`config.mk`:
```
export PLATFORM = sky130hd
export DESIGN_NAME = poly_chord_synth
export DESIGN_NICKNAME = d
export VERILOG_FILES = /design/src/rtl/poly_chord_synth.sv
export SDC_FILE = /design/constraint.sdc
export NUM_CORES = 1
export LEC_CHECK = 0
export ABC_AREA = 1
export BUFFER_PORTS_ARGS = -buffer_cell sky130_fd_sc_hd__buf_4
export CAP_MARGIN = 20
export CELL_PAD_IN_SITES_DETAIL_PLACEMENT = 1
export CELL_PAD_IN_SITES_GLOBAL_PLACEMENT = 1
export CORE_MARGIN = 3
export CORE_UTILIZATION = 46
export DETAILED_ROUTE_END_ITERATION = 10
export PLACE_DENSITY_LB_ADDON = 0.1
export SKIP_LAST_GASP = 1
export SYNTH_ARGS = -nofsm -noshare
export SYNTH_HDL_FRONTEND = slang
export SYNTH_SLANG_ARGS = --single-unit
```
`constraint.sdc`:
```
create_clock -name clk -period 9.6 [get_ports clk]
set_clock_uncertainty 0.2 [all_clocks]
set_input_delay 1.44 -clock clk [delete_from_list [all_inputs] [get_ports clk]]
set_output_delay 1.44 -clock clk [all_outputs]
set_load 0.005 [all_outputs]
```
`src/rtl/poly_chord_synth.sv`:
```
// Polyphonic tone generator: per-voice phase/step/duration state, one mixed PCM
// sample per codec frame, rendered by time-sharing a registered sine ROM.
module poly_chord_synth #(
    parameter int VOICES     = 4,
    parameter int SAMPLE_W   = 16,
    parameter int PHASE_W    = 22,
    parameter int ROM_ADDR_W = 10,
    parameter int DUR_W      = 20,
    parameter int MIX_MODE   = 0
) (
    input  logic                                             clk,
    input  logic                                             reset,
    input  logic                                             new_frame,
    input  logic                                             play,
    input  logic                                             note_valid,
    output logic                                             note_ready,
    input  logic [((VOICES > 1) ? $clog2(VOICES) : 1)-1:0]   note_voice,
    input  logic [PHASE_W-1:0]                               note_step,
    input  logic [DUR_W-1:0]                                 note_dur,
    output logic [ROM_ADDR_W-1:0]                            rom_addr,
    input  logic [SAMPLE_W-1:0]                              rom_data,
    output logic [SAMPLE_W-1:0]                              sample_out,
    output logic                                             sample_valid,
    output logic [VOICES-1:0]                                active,
    output logic                                             frame_overrun
);

    localparam int VW    = (VOICES > 1) ? $clog2(VOICES) : 1;
    localparam int LOG2V = $clog2(VOICES);
    localparam int ACC_W = SAMPLE_W + LOG2V;
    localparam int CW    = VW + 1;
    localparam logic [CW-1:0] LAST_CNT = CW'(VOICES);
    localparam logic signed [SAMPLE_W-1:0] S_MAX = {1'b0, {(SAMPLE_W-1){1'b1}}};
    localparam logic signed [SAMPLE_W-1:0] S_MIN = {1'b1, {(SAMPLE_W-1){1'b0}}};

    typedef enum logic [1:0] {
        IDLE   = 2'd0,
        RENDER = 2'd1,
        OUTPUT = 2'd2
    } state_t;

    state_t state_r, state_next_s;

    logic [PHASE_W-1:0]       phase_r  [VOICES];
    logic [PHASE_W-1:0]       step_r   [VOICES];
    logic [DUR_W-1:0]         remain_r [VOICES];
    logic [CW-1:0]            cnt_r;
    logic [CW-1:0]            next_cnt_s;
    logic signed [ACC_W-1:0]  acc_r;
    logic signed [ACC_W-1:0]  acc_next_s;
    logic signed [ACC_W-1:0]  contrib_s;
    logic [VW-1:0]            acc_idx_s;
    logic [VW-1:0]            rd_idx_s;
    logic                     load_s;
    logic                     frame_start_s;
    logic                     acc_en_s;
    logic                     last_s;
    logic                     voice_adv_s;
    logic                     voice_live_s;

    // Saturating or scaling mix of the accumulated voice sum.
    function automatic logic [SAMPLE_W-1:0] mix_sample(input logic signed [ACC_W-1:0] a);
        if (MIX_MODE == 1) begin
            mix_sample = SAMPLE_W'(a >>> LOG2V);
        end else if (a > ACC_W'(S_MAX)) begin
            mix_sample = S_MAX;
        end else if (a < ACC_W'(S_MIN)) begin
            mix_sample = S_MIN;
        end else begin
            mix_sample = a[SAMPLE_W-1:0];
        end
    endfunction

    assign note_ready    = (state_r == IDLE);
    assign frame_start_s = (state_r == IDLE) && new_frame;
    // Out-of-range voice indices are accepted but never written.
    assign load_s        = note_valid && note_ready && ({1'b0, note_voice} < LAST_CNT);

    // Pipeline bookkeeping: cycle k addresses voice k, cycle k+1 accumulates it.
    always_comb begin
        next_cnt_s   = cnt_r + CW'(1);
        rd_idx_s     = VW'(next_cnt_s);
        acc_idx_s    = VW'(cnt_r - CW'(1));
        acc_en_s     = (state_r == RENDER) && (cnt_r != {CW{1'b0}});
        last_s       = (state_r == RENDER) && (cnt_r == LAST_CNT);
        voice_adv_s  = acc_en_s && play && (remain_r[acc_idx_s] != {DUR_W{1'b0}});
        voice_live_s = voice_adv_s && (step_r[acc_idx_s] != {PHASE_W{1'b0}});
        if (voice_live_s) begin
            contrib_s = ACC_W'($signed(rom_data));
        end else begin
            contrib_s = {ACC_W{1'b0}};
        end
        acc_next_s = acc_r + contrib_s;
    end

    // FSM state register.
    always_ff @(posedge clk or negedge reset) begin
        if (!reset) begin
            state_r <= IDLE;
        end else begin
            state_r <= state_next_s;
        end
    end

    // FSM next-state logic.
    always_comb begin
        state_next_s = state_r;
        case (state_r)
            IDLE: begin
                if (new_frame) begin
                    state_next_s = RENDER;
                end else begin
                    state_next_s = IDLE;
                end
            end
            RENDER: begin
                if (last_s) begin
                    state_next_s = OUTPUT;
                end else begin
                    state_next_s = RENDER;
                end
            end
            OUTPUT:  state_next_s = IDLE;
            default: state_next_s = IDLE;
        endcase
    end

    // Voice counter and mix accumulator.
    always_ff @(posedge clk or negedge reset) begin
        if (!reset) begin
            cnt_r <= {CW{1'b0}};
            acc_r <= {ACC_W{1'b0}};
        end else if (frame_start_s) begin
            cnt_r <= {CW{1'b0}};
            acc_r <= {ACC_W{1'b0}};
        end else if (state_r == RENDER) begin
            cnt_r <= next_cnt_s;
            acc_r <= acc_next_s;
        end else begin
            cnt_r <= {CW{1'b0}};
            acc_r <= acc_r;
        end
    end

    // Per-voice state: note loads in IDLE, phase/duration advance while accumulating.
    always_ff @(posedge clk or negedge reset) begin
        if (!reset) begin
            for (int i = 0; i < VOICES; i++) begin
                phase_r[i]  <= {PHASE_W{1'b0}};
                step_r[i]   <= {PHASE_W{1'b0}};
                remain_r[i] <= {DUR_W{1'b0}};
            end
        end else begin
            for (int i = 0; i < VOICES; i++) begin
                if (load_s && (note_voice == VW'(i))) begin
                    phase_r[i]  <= {PHASE_W{1'b0}};
                    step_r[i]   <= note_step;
                    remain_r[i] <= note_dur;
                end else if (voice_adv_s && (acc_idx_s == VW'(i))) begin
                    phase_r[i]  <= phase_r[i] + step_r[i];
                    remain_r[i] <= remain_r[i] - DUR_W'(1);
                end else begin
                    phase_r[i]  <= phase_r[i];
                    remain_r[i] <= remain_r[i];
                end
            end
        end
    end

    // ROM address; a note loaded on the frame-start edge into voice 0 is seen at phase 0.
    always_ff @(posedge clk or negedge reset) begin
        if (!reset) begin
            rom_addr <= {ROM_ADDR_W{1'b0}};
        end else if (frame_start_s) begin
            if (load_s && (note_voice == {VW{1'b0}})) begin
                rom_addr <= {ROM_ADDR_W{1'b0}};
            end else begin
                rom_addr <= phase_r[0][PHASE_W-1 -: ROM_ADDR_W];
            end
        end else if ((state_r == RENDER) && (next_cnt_s < LAST_CNT)) begin
            rom_addr <= phase_r[rd_idx_s][PHASE_W-1 -: ROM_ADDR_W];
        end else begin
            rom_addr <= rom_addr;
        end
    end

    // Output sample register, loaded as the last voice is accumulated.
    always_ff @(posedge clk or negedge reset) begin
        if (!reset) begin
            sample_out   <= {SAMPLE_W{1'b0}};
            sample_valid <= 1'b0;
        end else if (last_s) begin
            sample_out   <= mix_sample(acc_next_s);
            sample_valid <= 1'b1;
        end else begin
            sample_out   <= sample_out;
            sample_valid <= 1'b0;
        end
    end

    // Sticky overrun flag.
    always_ff @(posedge clk or negedge reset) begin
        if (!reset) begin
            frame_overrun <= 1'b0;
        end else if (new_frame && (state_r != IDLE)) begin
            frame_overrun <= 1'b1;
        end else begin
            frame_overrun <= frame_overrun;
        end
    end

    // Voice activity decode.
    always_comb begin
        active = {VOICES{1'b0}};
        for (int i = 0; i < VOICES; i++) begin
            active[i] = (remain_r[i] != {DUR_W{1'b0}});
        end
    end

endmodule

```
### After elaboration in Yosys (flattened, before gate mapping)

Cells that the tools add are included.

| word-level totals | value |
|---|---|
| word-level logic and storage cells | 118 |
| output and inout port bits | 33 |
| flip-flop bits (word level) | 307 |
| input port bits | 65 |

| cells by class | value |
|---|---|
| $add $sub $neg | 11 |
| $lt $le $gt $ge | 5 |
| reduce and logical (&&, ||, !) cells | 34 |
| multiplexer cells | 39 |
| eq/ne operators | 8 |
| bitwise logic cells | 2 |

Operators by type and width:

| operator | number |
|---|---|
| $mux W22 | 12 |
| $mux W20 | 10 |
| $reduce_bool A20 Y1 | 5 |
| $add A22 B22 Y22 | 4 |
| $bmux W22 S2 | 2 |
| $sub A20 B1 Y20 const B | 4 |
| $mux W18 | 3 |
| $bmux W20 S2 | 1 |
| $mux W16 | 2 |
| $mux W10 | 3 |
| $reduce_bool A22 Y1 | 1 |
| $add A18 B18 Y18 | 1 |
| $gt A18 B16 Y1 const B | 1 |
| $lt A18 B16 Y1 const B | 1 |
| $logic_and A1 B1 Y1 | 17 |
| $reduce_bool A2 Y1 | 7 |
| $eq A2 B2 Y1 const B | 4 |
| $eq A2 B1 Y1 const B | 3 |
| $ge A3 B3 Y1 const B | 2 |
| $logic_not A2 Y1 | 3 |
| $mux W3 | 2 |
| $not A2 Y3 | 2 |
| $pmux W2 S2 | 1 |
| $add A3 B1 Y3 const B | 1 |
| other kinds (6) | 7 |

### Depth between registers and ports, before layout

Gate-level depths: netlist of run 1.

| depth | value |
|---|---|
| depth after elaboration | 13 |
| depth in mapped cells | 27 |
| gate-level depth less buffers | 25 |

### Worst setup path before layout of run 1

No wires, ideal clock.

| path | value |
|---|---|
| path type | input to register |
| start | input port play |
| end | register sample_out[10] |
| stages on the path | 23 |
| library setup time | 0.073 ns |
| data arrival time | 4.227 ns |
| path buffers | 2 |
| setup slack | 5.100 ns |
| data required time | 9.327 ns |
| path through | nand2_1 > a21oi_1 > nand2_2 > nor2_8 > inv_1 > nor2_1 > inv_1 > clkbuf_1 > nor2_1 > ha_1 > inv_1 > fa_1 > o21ai_1 > nand2_1 > nand2_1 > nand3_1 > nand2_1 > xor2_1 > nand2_1 > nand3_4 > buf_6 > nand2_1 > a21oi_2 |

| between the ends | value |
|---|---|
| cells in the longest elaborated chain, start to end | 8 |
| elaborated cells between the ends (all ways) | 9 |
| those cells by class | add/sub (1); order compare (2); mux (3); reduce/logical (3) |

Ends and longest elaborated chain:

| what | line | text |
|---|---|---|
| from (decl) | 14 | `input logic play,` |
| $logic_and A1 B1 Y1 * (2 in a row) | 86 | `voice_adv_s = acc_en_s && play && (remain_r[acc_idx_s] != {DUR_W{1'b0}});` |
| $logic_and A1 B1 Y1 * | 87 | `voice_live_s = voice_adv_s && (step_r[acc_idx_s] != {PHASE_W{1'b0}});` |
| $mux W18 * | 88 | `if (voice_live_s) begin` |
| $add A18 B18 Y18 * | 93 | `acc_next_s = acc_r + contrib_s;` |
| $lt A18 B16 Y1 | 67 | `end else if (a < ACC_W'(S_MIN)) begin` |
| $mux W16 | 67 |  |
| $mux W16 * | 65 | `end else if (a > ACC_W'(S_MAX)) begin` |
| to (signal assigned) | 190 | `sample_out <= {SAMPLE_W{1'b0}};` |
| to (signal assigned) | 193 | `sample_out <= mix_sample(acc_next_s);` |
| to (signal assigned) | 196 | `sample_out <= sample_out;` |
| to (decl) | 22 | `output logic [SAMPLE_W-1:0] sample_out,` |

Every way passes the cells marked *; elsewhere a longest branch is shown, timed or not.
A chain may end at the register's enable or synchronous reset.

### Worst setup path in the final report of run 1

| path | value |
|---|---|
| start | register cnt_r[0] |
| end | register sample_out[4] |

| between the ends | value |
|---|---|
| cells in the longest elaborated chain, start to end | 13 |
| elaborated cells between the ends (all ways) | 23 |
| those cells by class | add/sub (2); order compare (2); eq/ne (1); mux (9); bitwise (1); reduce/logical (8) |

Ends and longest elaborated chain:

| what | line | text |
|---|---|---|
| from (decl) | 47 | `logic [CW-1:0] cnt_r;` |
| from (signal assigned) | 131 | `cnt_r <= {CW{1'b0}};` |
| from (signal assigned) | 134 | `cnt_r <= {CW{1'b0}};` |
| from (signal assigned) | 137 | `cnt_r <= next_cnt_s;` |
| $sub A2 B1 Y2 | 83 | `acc_idx_s = VW'(cnt_r - CW'(1));` |
| $not A2 Y3 (not written as such) | 86, 87 |  |
| $bmux W20 S2 | 86 |  |
| $mux W20 (not written as such) (2 in a row) | 86 |  |
| $reduce_bool A20 Y1 | 86 |  |
| $logic_and A1 B1 Y1 | 86 |  |
| $logic_and A1 B1 Y1 | 87 |  |
| $mux W18 | 88 |  |
| $add A18 B18 Y18 | 93 |  |
| $lt A18 B16 Y1 | 67 |  |
| $mux W16 | 67 |  |
| $mux W16 | 65 |  |

Several ways; a longest one is shown, not always the timed one. The select of a mux whose other input is x is not followed.

==> run summary, run 1 <==
====================================================================================================
Run status ............................................................................ finished clean
Met1 track utilization from global routing ............................................        38.3%
Via count of the first global-routing pass ............................................        18400
Critical path required time ...........................................................      9.89 ns
Number of search-and-repair iterations in the first detailed-routing pass .............            5
Nature of the critical path endpoint ..................................................    flip-flop
CTS Buffer Depth ......................................................................            3
Total global routing track utilization ................................................        28.3%
Global-route layer with the greatest usage ............................................         met2
Final setup vio count .................................................................            0
Min-Delay Startpoint ..................................................................  phase_r[71]
Post-DRT Antenna Nets .................................................................            0
Combinational fraction of design power ................................................        48.1%
CTS tree ..............................................................................        built
Post-Layout Inst Area .................................................................    21300 µm²
Placer congestion estimate ............................................................        0.882
Routed wire length ....................................................................     61700 µm
Worst Setup Path Type ................................................................. flip-flop to flip-flop
First-pass GRT wire length ............................................................     99600 µm
Maximum level of the CTS H-tree .......................................................            2
Number of antenna violations at the first check in global routing .....................            3
Most area-consuming cells after synthesis ............................................. sky130_fd_sc_hd__dfrtp_1 (40%), sky130_fd_sc_hd__nand2_1 (9.9%), sky130_fd_sc_hd__ha_1 (7.3%), sky130_fd_sc_hd__o21ai_0 (5.9%), sky130_fd_sc_hd__nor2_1 (5.4%)
Switching power .......................................................................      3.30 mW
Net switching fraction of the power ...................................................        45.4%
Starting density of the core ..........................................................        47.1%
Reported max-cap violation count ......................................................            0
Routed len/inst .......................................................................      20.3 µm
Count of boundary I/O pins ............................................................           98
Critical path startpoint ..............................................................     cnt_r[0]
Met2 Usage GRT ........................................................................        46.9%
Async SR Flop Fraction ................................................................         100%
Simple-gate area share of the yosys netlist ...........................................        20.8%
Arrival @ worst endpoint ..............................................................      5.44 ns
Number of unique standard cell types used by synthesis ................................           57
Syn Inst Count ........................................................................         2410
Core outline area .....................................................................    40200 µm²
Sum of negative setup slack ...........................................................         0 ns
Min-delay worst type .................................................................. flip-flop to flip-flop
Number of rows in the core area .......................................................           73
Share of cell area taken by muxes after synthesis .....................................       0.238%
Sinks on the clock net ................................................................          306
Net count after synthesis .............................................................         2590
RSZ-0062 raised after global routing ..................................................           no
Post-Synth XOR/XNOR Area ..............................................................        5.92%
Peak ir drop on the vdd network .......................................................       155 µV
Main combinational cell family by area after synthesis ................................ simple AND/OR/NAND/NOR gates
Flops & latches, synth ................................................................          306
Total DRC errors in the routed layout .................................................            0
Fraction of the cycle the final worst path needs ......................................        53.7%
Total of buffers placed on input and output ports .....................................           97
Proportion of synthesized chip area in sequential cells ...............................        40.5%
Critical path fanouts, max ............................................................           15
Mean Syn Cell Area ....................................................................     7.85 µm²
Cell Area, Placed .....................................................................    20100 µm²
Worst-Margin Slew .....................................................................     0.980 ns
Iteration-0 DRC count of the detailed router ..........................................         1008
Sort of element at the start of the critical path .....................................    flip-flop
Synth Cell Area .......................................................................    18900 µm²
Maximum number of pins on one net before global-route repair ..........................          150
Internal power component ..............................................................      3.96 mW
Synthesized-area fraction occupied by adder cells .....................................        7.80%
Clock buffer count from CTS ...........................................................           38
Post-route minimum period .............................................................      5.15 ns
Die boundary height ...................................................................       209 µm
Horizontal die dimension ..............................................................       209 µm
Synth top cells by count .............................................................. sky130_fd_sc_hd__nand2_1 (500), sky130_fd_sc_hd__dfrtp_1 (306), sky130_fd_sc_hd__nor2_1 (273), sky130_fd_sc_hd__inv_1 (228), sky130_fd_sc_hd__o21ai_0 (224)
Synth-to-layout area growth ...........................................................        12.5%
Clock group share of total power ......................................................        18.9%
Static power due to leakage ...........................................................      10.2 nW
Post-CTS setup-driven buffer insertion count ..........................................            0
Compound-gate portion of the synthesized area .........................................        18.4%
Synthesis warning total ...............................................................            0
Number of buffers inserted for hold repair after clock tree synthesis .................            0
Floorplan die area ....................................................................    43600 µm²
Top-count cell post-synth ............................................................. sky130_fd_sc_hd__nand2_1
Power Density .........................................................................   341 nW/µm²
Detailed-route via count ..............................................................        17300
Clock-pin slew reported for the worst setup and hold paths after clock tree synthesis .      0.06 ns
Source of the worst register-to-register timing path ..................................     cnt_r[0]
Fmax achieved .........................................................................    0.194 GHz
Cell taking the most area after synthesis ............................................. sky130_fd_sc_hd__dfrtp_1
Most used DFF post-synth .............................................................. sky130_fd_sc_hd__dfrtp_1
DR vias/cell ..........................................................................         5.67
Total count of hold-check failures in the final report ................................            0
Detailed placement HPWL ...............................................................     45100 µm
Top cell type's share of synthesized area .............................................        40.5%
Relative max-transition margin ........................................................        34.6%
GR Overflow Total .....................................................................            0
Fraction of met3 tracks used by global routing ........................................        4.40%
NumNets Final .........................................................................         2668
Count of flip-flops with a built-in enable after synthesis ............................            0
CTS-repair resized insts ..............................................................            0
Number of max-slew violations in the final report .....................................            0
Fraction of final layout cells with drive strength greater than 1 .....................        8.82%
Share of total power in sequential cells ..............................................        33.0%
Insertion delay of the later-clocked pin in the worst-skew pair .......................      0.58 ns
Cell chosen for the clock root ........................................................ sky130_fd_sc_hd__clkbuf_16
====================================================================================================
[cell type report]
type | instances | area [µm²]
well taps | 525 | 657
clock buffers | 56 | 1080
repair buffers | 108 | 851
clock inverters | 13 | 86.3
fillers | 4980 | 18900
inverters | 237 | 890
multi-input cells | 1797 | 10100
diodes | 1 | 2.50
flip-flops and latches | 306 | 7660
[worst paths after layout]
kind | end | cells after the start | slack (ns)
setup / recovery | sample_out[4] | 21 | 4.45
hold / removal | phase_r[71] | 2 | 0.30
setup reg to reg | sample_out[4] | 21 | 4.45
hold reg to reg | phase_r[71] | 2 | 0.30
max in group asynchronous | remain_r[23] | 3 | 6.45
min in group asynchronous | step_r[71] | 1 | 0.73
[critical path: stages, from the launching register on]
cell	delay [ns]
sky130_fd_sc_hd__dfrtp_1	0.58
sky130_fd_sc_hd__inv_2	0.24
sky130_fd_sc_hd__ha_1	0.66
sky130_fd_sc_hd__inv_1	0.32
sky130_fd_sc_hd__nand2_1	0.14
sky130_fd_sc_hd__nand2_1	0.12
sky130_fd_sc_hd__nor2_1	0.20
sky130_fd_sc_hd__inv_1	0.25
sky130_fd_sc_hd__nor2_1	0.18
sky130_fd_sc_hd__ha_1	0.19
sky130_fd_sc_hd__inv_1	0.06
sky130_fd_sc_hd__fa_1	0.41
sky130_fd_sc_hd__o21ai_1	0.28
sky130_fd_sc_hd__nand2_1	0.08
sky130_fd_sc_hd__nand2_1	0.16
sky130_fd_sc_hd__nand3_1	0.10
sky130_fd_sc_hd__nand2_1	0.08
sky130_fd_sc_hd__xor2_1	0.19
sky130_fd_sc_hd__nand2_1	0.11
sky130_fd_sc_hd__nand3_4	0.22
sky130_fd_sc_hd__nand2_1	0.13
sky130_fd_sc_hd__a21oi_4	0.15
[registers in the layout, summed over array words and instances (netlist names)]
register,count
cnt_r,3
remain_r,80
step_r,88
sample_valid,1
acc_r,18
frame_overrun,1
state_r,1
sample_out,16
phase_r,88
rom_addr,10
[power by group through the flow]
stage	registers [mW]	clock network (mW)	logic, mW
global placement	2.38	0	3.27
detailed placement	2.41	0	3.42
floorplan	2.24	0	2.55
global route	2.47	1.45	3.95
CTS	2.40	1.39	3.45
finish	2.39	1.37	3.49
[layout by cell type, fill, tap and decap left out, types with 7 or more instances in the layout]
| cell | count |
|---|---|
| sky130_fd_sc_hd__a21oi_1 | 190 |
| sky130_fd_sc_hd__buf_4 | 105 |
| sky130_fd_sc_hd__xor2_1 | 85 |
| sky130_fd_sc_hd__clkbuf_16 | 38 |
| sky130_fd_sc_hd__a31oi_1 | 16 |
| sky130_fd_sc_hd__a22o_1 | 16 |
| sky130_fd_sc_hd__nand3_2 | 8 |
| sky130_fd_sc_hd__o21bai_1 | 21 |
| sky130_fd_sc_hd__a21oi_2 | 9 |
| sky130_fd_sc_hd__nand2_1 | 500 |
| sky130_fd_sc_hd__xnor2_1 | 43 |
| sky130_fd_sc_hd__o21a_1 | 10 |
| sky130_fd_sc_hd__a211oi_1 | 12 |
| sky130_fd_sc_hd__inv_2 | 7 |
| sky130_fd_sc_hd__o21ai_0 | 224 |
| sky130_fd_sc_hd__nor2_2 | 7 |
| sky130_fd_sc_hd__o21ai_1 | 13 |
| sky130_fd_sc_hd__clkbuf_1 | 12 |
| sky130_fd_sc_hd__nor2_1 | 272 |
| sky130_fd_sc_hd__inv_1 | 228 |
| sky130_fd_sc_hd__o221ai_1 | 14 |
| sky130_fd_sc_hd__nand3_1 | 85 |
| sky130_fd_sc_hd__nor3_1 | 34 |
| sky130_fd_sc_hd__o22ai_1 | 21 |
| sky130_fd_sc_hd__clkinv_2 | 9 |
| sky130_fd_sc_hd__ha_1 | 110 |
| sky130_fd_sc_hd__a22oi_1 | 7 |
| sky130_fd_sc_hd__dfrtp_1 | 306 |
| sky130_fd_sc_hd__o211ai_1 | 15 |
| sky130_fd_sc_hd__nand4_1 | 22 |
| sky130_fd_sc_hd__a21o_1 | 8 |
| sky130_fd_sc_hd__nand2_2 | 9 |
[metrics by stage]
stage | power [mW] | util, % | hold WS [ns] | cells | setup WS, ns
after floorplan | 4.79 | - | 0.259 | 2410 | 5.10
after global placement | 5.65 | 50.0 | 0.271 | 2972 | 4.08
after detailed placement | 5.83 | 50.0 | 0.284 | 2972 | 3.70
after CTS | 7.25 | 52.9 | 0.299 | 3041 | 3.63
after global routing | 7.88 | 53.0 | 0.324 | 3042 | 3.99
final | 7.25 | 53.0 | 0.297 | 3043 | 4.45
[layer usage]
metal | part of all wire (%) | vias up
met5 | 0 | -
met4 | 3.0 | 0
met3 | 3.9 | 116
met2 | 47 | 331
met1 | 46 | 8602
li1 | - | 8218
[logic make-up (layout without fill, tap and decap cells)]
family	after synthesis	after routing
adder cells (fa/ha/maj)	115	115
other	0	1
multiplexers	4	4
XOR/XNOR	128	128
buffers and inverters	307	414
AND/OR/NAND/NOR	951	951
flip-flops	306	306
AO/OA/AOI/OAI	599	599
(Power assumes the default switching activity.)
==> inputs of run 2 (changes only) <==
- CORE_UTILIZATION: 46 -> 42
- clock period: 9.6 -> 4.4 ns (I/O delays scaled with it)
==> run summary, run 2 (same netlist as run 1, synthesis figures left out) <==
====================================================================================================
Run status ............................................................................ finished clean
GR Overflow Total .....................................................................            0
Internal power component ..............................................................      9.05 mW
Min-Delay Startpoint .................................................................. note_dur[18]
Leading cell type in the layout, fill and taps excluded ............................... sky130_fd_sc_hd__nand2_1
Relative max-transition margin ........................................................        33.1%
Maximum level of the CTS H-tree .......................................................            2
Fin Hold WS ...........................................................................     0.160 ns
Final setup vio count .................................................................            0
Critical path fanouts, max ............................................................           13
Share of total power in sequential cells ..............................................        31.9%
Commonest non-fill, non-tap cells in the layout ....................................... sky130_fd_sc_hd__nand2_1 (499), sky130_fd_sc_hd__dfrtp_1 (305), sky130_fd_sc_hd__nor2_1 (272)
Post-CTS setup-driven buffer insertion count ..........................................            0
Largest registers ..................................................................... phase_r x88, step_r x88, remain_r x80
Fill cells ............................................................................         5465
Power Density .........................................................................   751 nW/µm²
Cell chosen for the clock root ........................................................ sky130_fd_sc_hd__clkbuf_16
Fraction of final layout cells with drive strength greater than 1 .....................        9.83%
Count of boundary I/O pins ............................................................           98
Met1 track utilization from global routing ............................................        37.0%
Fmax achieved .........................................................................    0.241 GHz
Post-route minimum period .............................................................      4.14 ns
Maximum number of pins on one net before global-route repair ..........................           84
Net switching fraction of the power ...................................................        44.5%
Path depth of the worst reg2reg path ..................................................           22
Clock buffer count from CTS ...........................................................           38
Worst Setup Path Type ................................................................. flip-flop to flip-flop
Total count of hold-check failures in the final report ................................            0
Cell count after placement ............................................................         3053
Total DRC errors in the routed layout .................................................            0
First-pass GRT wire length ............................................................    101000 µm
DR vias/cell ..........................................................................         5.47
Arrival @ worst endpoint ..............................................................      4.38 ns
Static power due to leakage ...........................................................      10.4 nW
Floorplan die area ....................................................................    47600 µm²
Nature of the critical path endpoint ..................................................    flip-flop
Fraction of met3 tracks used by global routing ........................................        3.28%
Number of rows in the core area .......................................................           77
R2R setup slack .......................................................................      0.26 ns
Global-route layer with the greatest usage ............................................         met2
Total global routing track utilization ................................................        26.7%
Final standard cell utilization of the core ...........................................        48.9%
Clock-pin slew reported for the worst setup and hold paths after clock tree synthesis .      0.06 ns
Final instance count without filler cells .............................................         3127
Met2 Usage GRT ........................................................................        43.6%
Sinks on the clock net ................................................................          306
Fraction of the cycle the final worst path needs ......................................        94.1%
CTS Buffer Depth ......................................................................            3
Sort of element at the start of the critical path .....................................    flip-flop
Core outline area .....................................................................    44400 µm²
Detailed placement HPWL ...............................................................     46000 µm
Number of antenna violations at the first check in global routing .....................            3
Critical path required time ...........................................................      4.64 ns
Clock group share of total power ......................................................        20.6%
Worst Hold Depth ......................................................................            3
Die boundary height ...................................................................       218 µm
Peak ir drop on the vdd network .......................................................       376 µV
Total of buffers placed on input and output ports .....................................           97
Terminating pin of the worst hold path ................................................ remain_r[38]
Synth-to-layout area growth ...........................................................        14.8%
Post-DRT Antenna Nets .................................................................            0
Iteration-0 DRC count of the detailed router ..........................................          958
Number of max-slew violations in the final report .....................................            0
Placer congestion estimate ............................................................        0.910
Combinational fraction of design power ................................................        47.5%
Via count of the first global-routing pass ............................................        18200
Routed wire length ....................................................................     63400 µm
Insertion delay of the later-clocked pin in the worst-skew pair .......................      0.56 ns
Worst-Margin Slew .....................................................................      1.00 ns
Source of the worst register-to-register timing path ..................................     cnt_r[0]
Detailed-route via count ..............................................................        17100
Starting density of the core ..........................................................        42.6%
CTS tree ..............................................................................        built
Reported max-cap violation count ......................................................            0
Number of search-and-repair iterations in the first detailed-routing pass .............            5
NumNets Final .........................................................................         2684
Horizontal die dimension ..............................................................       218 µm
Switching power .......................................................................      7.26 mW
Routed len/inst .......................................................................      20.3 µm
Capture point of the worst reg-to-reg path ............................................ sample_out[11]
Min-delay worst type .................................................................. input pin to flip-flop
====================================================================================================
## run 2: layer usage
layer,wire length [µm],part of all wire [%]
met5,0,0
met4,1800,2.8
met2,29100,46
met1,30400,48
met3,2170,3.4
## run 2: area by class of cell
type,instances,area (µm²),share of cell area [%]
antenna,1,2.50,0.0115
clock buffer,57,1160,5.32
clock inverter,13,173,0.794
inverter,237,890,4.09
multi-input combinational,1799,10200,46.7
sequential,306,7660,35.2
tap,592,741,3.41
timing repair buffer,122,958,4.41
## run 2: worst max-delay path by stage
stage                         from              to  depth (start not counted)
after floorplan           cnt_r[0]  sample_out[10]                         25
after global placement    cnt_r[0]   sample_out[4]                         26
after detailed placement  cnt_r[0]   sample_out[2]                         26
after CTS                 cnt_r[0]   sample_out[2]                         26
after global routing      cnt_r[0]   sample_out[4]                         26
final                     cnt_r[0]  sample_out[11]                         22
## run 2: what timing repair did
action,in CTS,in global routing
setup endpoints to repair,0,16
resized for setup,0,14
hold buffers,1,0
hold endpoints to repair,68,0
## run 2: through the flow
step	total power [mW]	setup TNS [ns]	setup slack [ns]	instance area [µm²]
floorplan	10.4	0	0.441	18900
global placement	12.5	0	0.371	20300
detailed placement	12.8	0	0.154	20300
CTS	16.3	0	0.0870	21600
global route	17.7	-0.00321	-0.00311	21700
finish	16.3	0	0.259	21700
## run 2: power by group through the flow
stage	clock, mW	combinational (mW)	sequential, mW
final	3.35	7.75	5.20
after detailed placement	0	7.59	5.21
after floorplan	0	5.57	4.88
after global placement	0	7.32	5.14
after CTS	3.43	7.68	5.19
after global routing	3.56	8.79	5.37
## run 2: worst max-delay path, cell delays in order (launching register included)
cell and delay (ns):
sky130_fd_sc_hd__dfrtp_2 0.46, sky130_fd_sc_hd__inv_2 0.07, sky130_fd_sc_hd__ha_1 0.35, sky130_fd_sc_hd__buf_4 0.22, sky130_fd_sc_hd__inv_1 0.07, sky130_fd_sc_hd__nand2_1 0.06, sky130_fd_sc_hd__nand2_1 0.07, sky130_fd_sc_hd__nor2_1 0.24
sky130_fd_sc_hd__inv_1 0.12, sky130_fd_sc_hd__buf_6 0.17, sky130_fd_sc_hd__nor2_1 0.10, sky130_fd_sc_hd__ha_1 0.28, sky130_fd_sc_hd__a21o_1 0.19, sky130_fd_sc_hd__a21oi_1 0.18, sky130_fd_sc_hd__nor2_1 0.07, sky130_fd_sc_hd__nor3_1 0.15
sky130_fd_sc_hd__nand2_1 0.09, sky130_fd_sc_hd__a21oi_2 0.18, sky130_fd_sc_hd__inv_1 0.09, sky130_fd_sc_hd__nand2_2 0.20, sky130_fd_sc_hd__nand3_4 0.18, sky130_fd_sc_hd__nand2_4 0.20, sky130_fd_sc_hd__a21oi_2 0.07
==> inputs of run 3 (changes only) <==
- RECOVER_POWER: unset -> 100
==> run summary, run 3 (same netlist as run 1, synthesis figures left out) <==
====================================================================================================
Insertion delay of the later-clocked pin in the worst-skew pair .......................      0.56 ns
Detailed-route via count ..............................................................        17100
Starting density of the core ..........................................................        42.6%
Sort of element at the start of the critical path .....................................    flip-flop
Fmax achieved .........................................................................    0.241 GHz
Sinks on the clock net ................................................................          306
Post-CTS setup-driven buffer insertion count ..........................................            0
Maximum level of the CTS H-tree .......................................................            2
Number of search-and-repair iterations in the first detailed-routing pass .............            5
Core outline area .....................................................................    44400 µm²
Maximum number of pins on one net before global-route repair ..........................           84
Arrival @ worst endpoint ..............................................................      4.39 ns
First-pass GRT wire length ............................................................    101000 µm
Routed len/inst .......................................................................      20.3 µm
Pre-CTS setup slack ...................................................................     0.154 ns
Fin Hold WS ...........................................................................     0.160 ns
Number of max-slew violations in the final report .....................................          126
CTS tree ..............................................................................        built
Detailed placement HPWL ...............................................................     46000 µm
Fraction of the cycle the final worst path needs ......................................        94.3%
Number of antenna diodes ..............................................................            0
Number of antenna violations at the first check in global routing .....................            3
GR Overflow Total .....................................................................            0
Post-DRT Antenna Nets .................................................................            0
Routed wire length ....................................................................     63300 µm
Reported max-cap violation count ......................................................            2
Critical path required time ...........................................................      4.64 ns
Clock-pin slew reported for the worst setup and hold paths after clock tree synthesis .      0.06 ns
Floorplan die area ....................................................................    47600 µm²
Worst Slack Setup Final ...............................................................     0.253 ns
Min-delay worst type .................................................................. input pin to flip-flop
Count of boundary I/O pins ............................................................           98
Total of buffers placed on input and output ports .....................................           97
Placer congestion estimate ............................................................        0.910
DR vias/cell ..........................................................................         5.47
Iteration-0 DRC count of the detailed router ..........................................          930
Number of rows in the core area .......................................................           77
Peak ir drop on the vdd network .......................................................       376 µV
Nature of the critical path endpoint ..................................................    flip-flop
Final standard cell utilization of the core ...........................................        48.6%
Run status ............................................................................ finished with violations
Leading cell type in the layout, fill and taps excluded ............................... sky130_fd_sc_hd__nand2_1
Total global routing track utilization ................................................        26.7%
Critical path fanouts, max ............................................................           13
Total count of hold-check failures in the final report ................................            0
Via count of the first global-routing pass ............................................        18200
NumNets Final .........................................................................         2684
Fraction of final layout cells with drive strength greater than 1 .....................        8.80%
Static power due to leakage ...........................................................      10.3 nW
CTS Buffer Depth ......................................................................            3
Synth-to-layout area growth ...........................................................        14.1%
Largest registers ..................................................................... phase_r x88, step_r x88, remain_r x80
Final setup vio count .................................................................            0
Total DRC errors in the routed layout .................................................            0
Worst Setup Path Type ................................................................. flip-flop to flip-flop
Commonest non-fill, non-tap cells in the layout ....................................... sky130_fd_sc_hd__nand2_1 (503), sky130_fd_sc_hd__dfrtp_1 (305), sky130_fd_sc_hd__nor2_1 (274)
Violations in the final reports ....................................................... max-capacitance violations, max-slew violations
Cell chosen for the clock root ........................................................ sky130_fd_sc_hd__clkbuf_16
Post-route minimum period .............................................................      4.15 ns
Relative max-transition margin ........................................................       -52.2%
Horizontal die dimension ..............................................................       218 µm
Power Density .........................................................................   752 nW/µm²
Die boundary height ...................................................................       218 µm
Worst-Margin Slew .....................................................................      2.28 ns
Clock buffer count from CTS ...........................................................           38
====================================================================================================
==> run 3: changes by cell type in the layout (fill, tap and decap cells not counted), sizes merged <==
| cell | previous run | this run |
|---|---|---|
| buf | 121 | 71 |
| inv | 236 | 235 |
| clkinv | 10 | 11 |
| clkbuf | 57 | 107 |
| diode | 1 | 0 |
==> run 3: stage by stage <==
stage	setup TNS [ns]	instances	power (mW)	area (µm²)
2_1_floorplan	0	2410	10.4	18900
3_3_place_gp	0	3053	12.5	20300
3_5_place_dp	0	3053	12.8	20300
4_1_cts	0	3124	16.3	21600
5_1_grt	-0.00496	3126	17.7	21600
6_report	0	3126	16.2	21600
==> run 3: path summary, 6_finish.rpt <==
kind                               start              to  slack, ns  depth (start not counted)
min in group asynchronous          reset     phase_r[79]       0.94                          2
min reg2reg                frame_overrun   frame_overrun       0.28                          1
max in group asynchronous          reset        cnt_r[0]       0.73                          3
max                             cnt_r[0]  sample_out[11]       0.25                         22
min                         note_dur[18]    remain_r[38]       0.16                          3
max reg2reg                     cnt_r[0]  sample_out[11]       0.25                         22
==> run 3: layer usage <==
layer | vias up | GRT usage (%) | part of all wire (%)
li1 | 8261 | - | -
met4 | 0 | 8.39 | 2.7
met2 | 274 | 43.6 | 46
met1 | 8484 | 37.0 | 48
met3 | 91 | 3.28 | 3.6
met5 | - | 0 | 0
==> run 3: critical path: stages (launching register included) <==
cell	delay, ns
sky130_fd_sc_hd__dfrtp_2	0.47
sky130_fd_sc_hd__inv_2	0.07
sky130_fd_sc_hd__ha_1	0.35
sky130_fd_sc_hd__buf_4	0.21
sky130_fd_sc_hd__inv_1	0.07
sky130_fd_sc_hd__nand2_1	0.06
sky130_fd_sc_hd__nand2_1	0.07
sky130_fd_sc_hd__nor2_1	0.24
sky130_fd_sc_hd__inv_1	0.11
sky130_fd_sc_hd__buf_6	0.17
sky130_fd_sc_hd__nor2_1	0.10
sky130_fd_sc_hd__ha_1	0.28
sky130_fd_sc_hd__a21o_1	0.19
sky130_fd_sc_hd__a21oi_1	0.18
sky130_fd_sc_hd__nor2_1	0.07
sky130_fd_sc_hd__nor3_1	0.16
sky130_fd_sc_hd__nand2_1	0.10
sky130_fd_sc_hd__a21oi_2	0.17
sky130_fd_sc_hd__inv_1	0.09
sky130_fd_sc_hd__nand2_2	0.20
sky130_fd_sc_hd__nand3_4	0.18
sky130_fd_sc_hd__nand2_4	0.20
sky130_fd_sc_hd__a21oi_2	0.07
==> run 3: cell type report <==
cell class / count / area [µm²]
sequential: 306 / 7660
timing repair buffer: 122 / 867
fill: 5478 / 22800
tap: 592 / 741
multi-input combinational: 1799 / 10100
inverter: 237 / 890
clock inverter: 13 / 173
clock buffer: 57 / 1160
==> run 3: timing repair <==
| action | in CTS | in global routing |
|---|---|---|
| endpoints found under the setup margin | 0 | 16 |
| hold buffers | 1 | 0 |
| gates resized for setup | 0 | 14 |
| hold endpoints to repair | 68 | 0 |
==> run 3: report_power, final <==
| group | switching [mW] | internal [mW] |
|---|---|---|
| Sequential | 1.12 | 4.08 |
| Clock | 1.30 | 2.06 |
| Combinational | 4.83 | 2.87 |
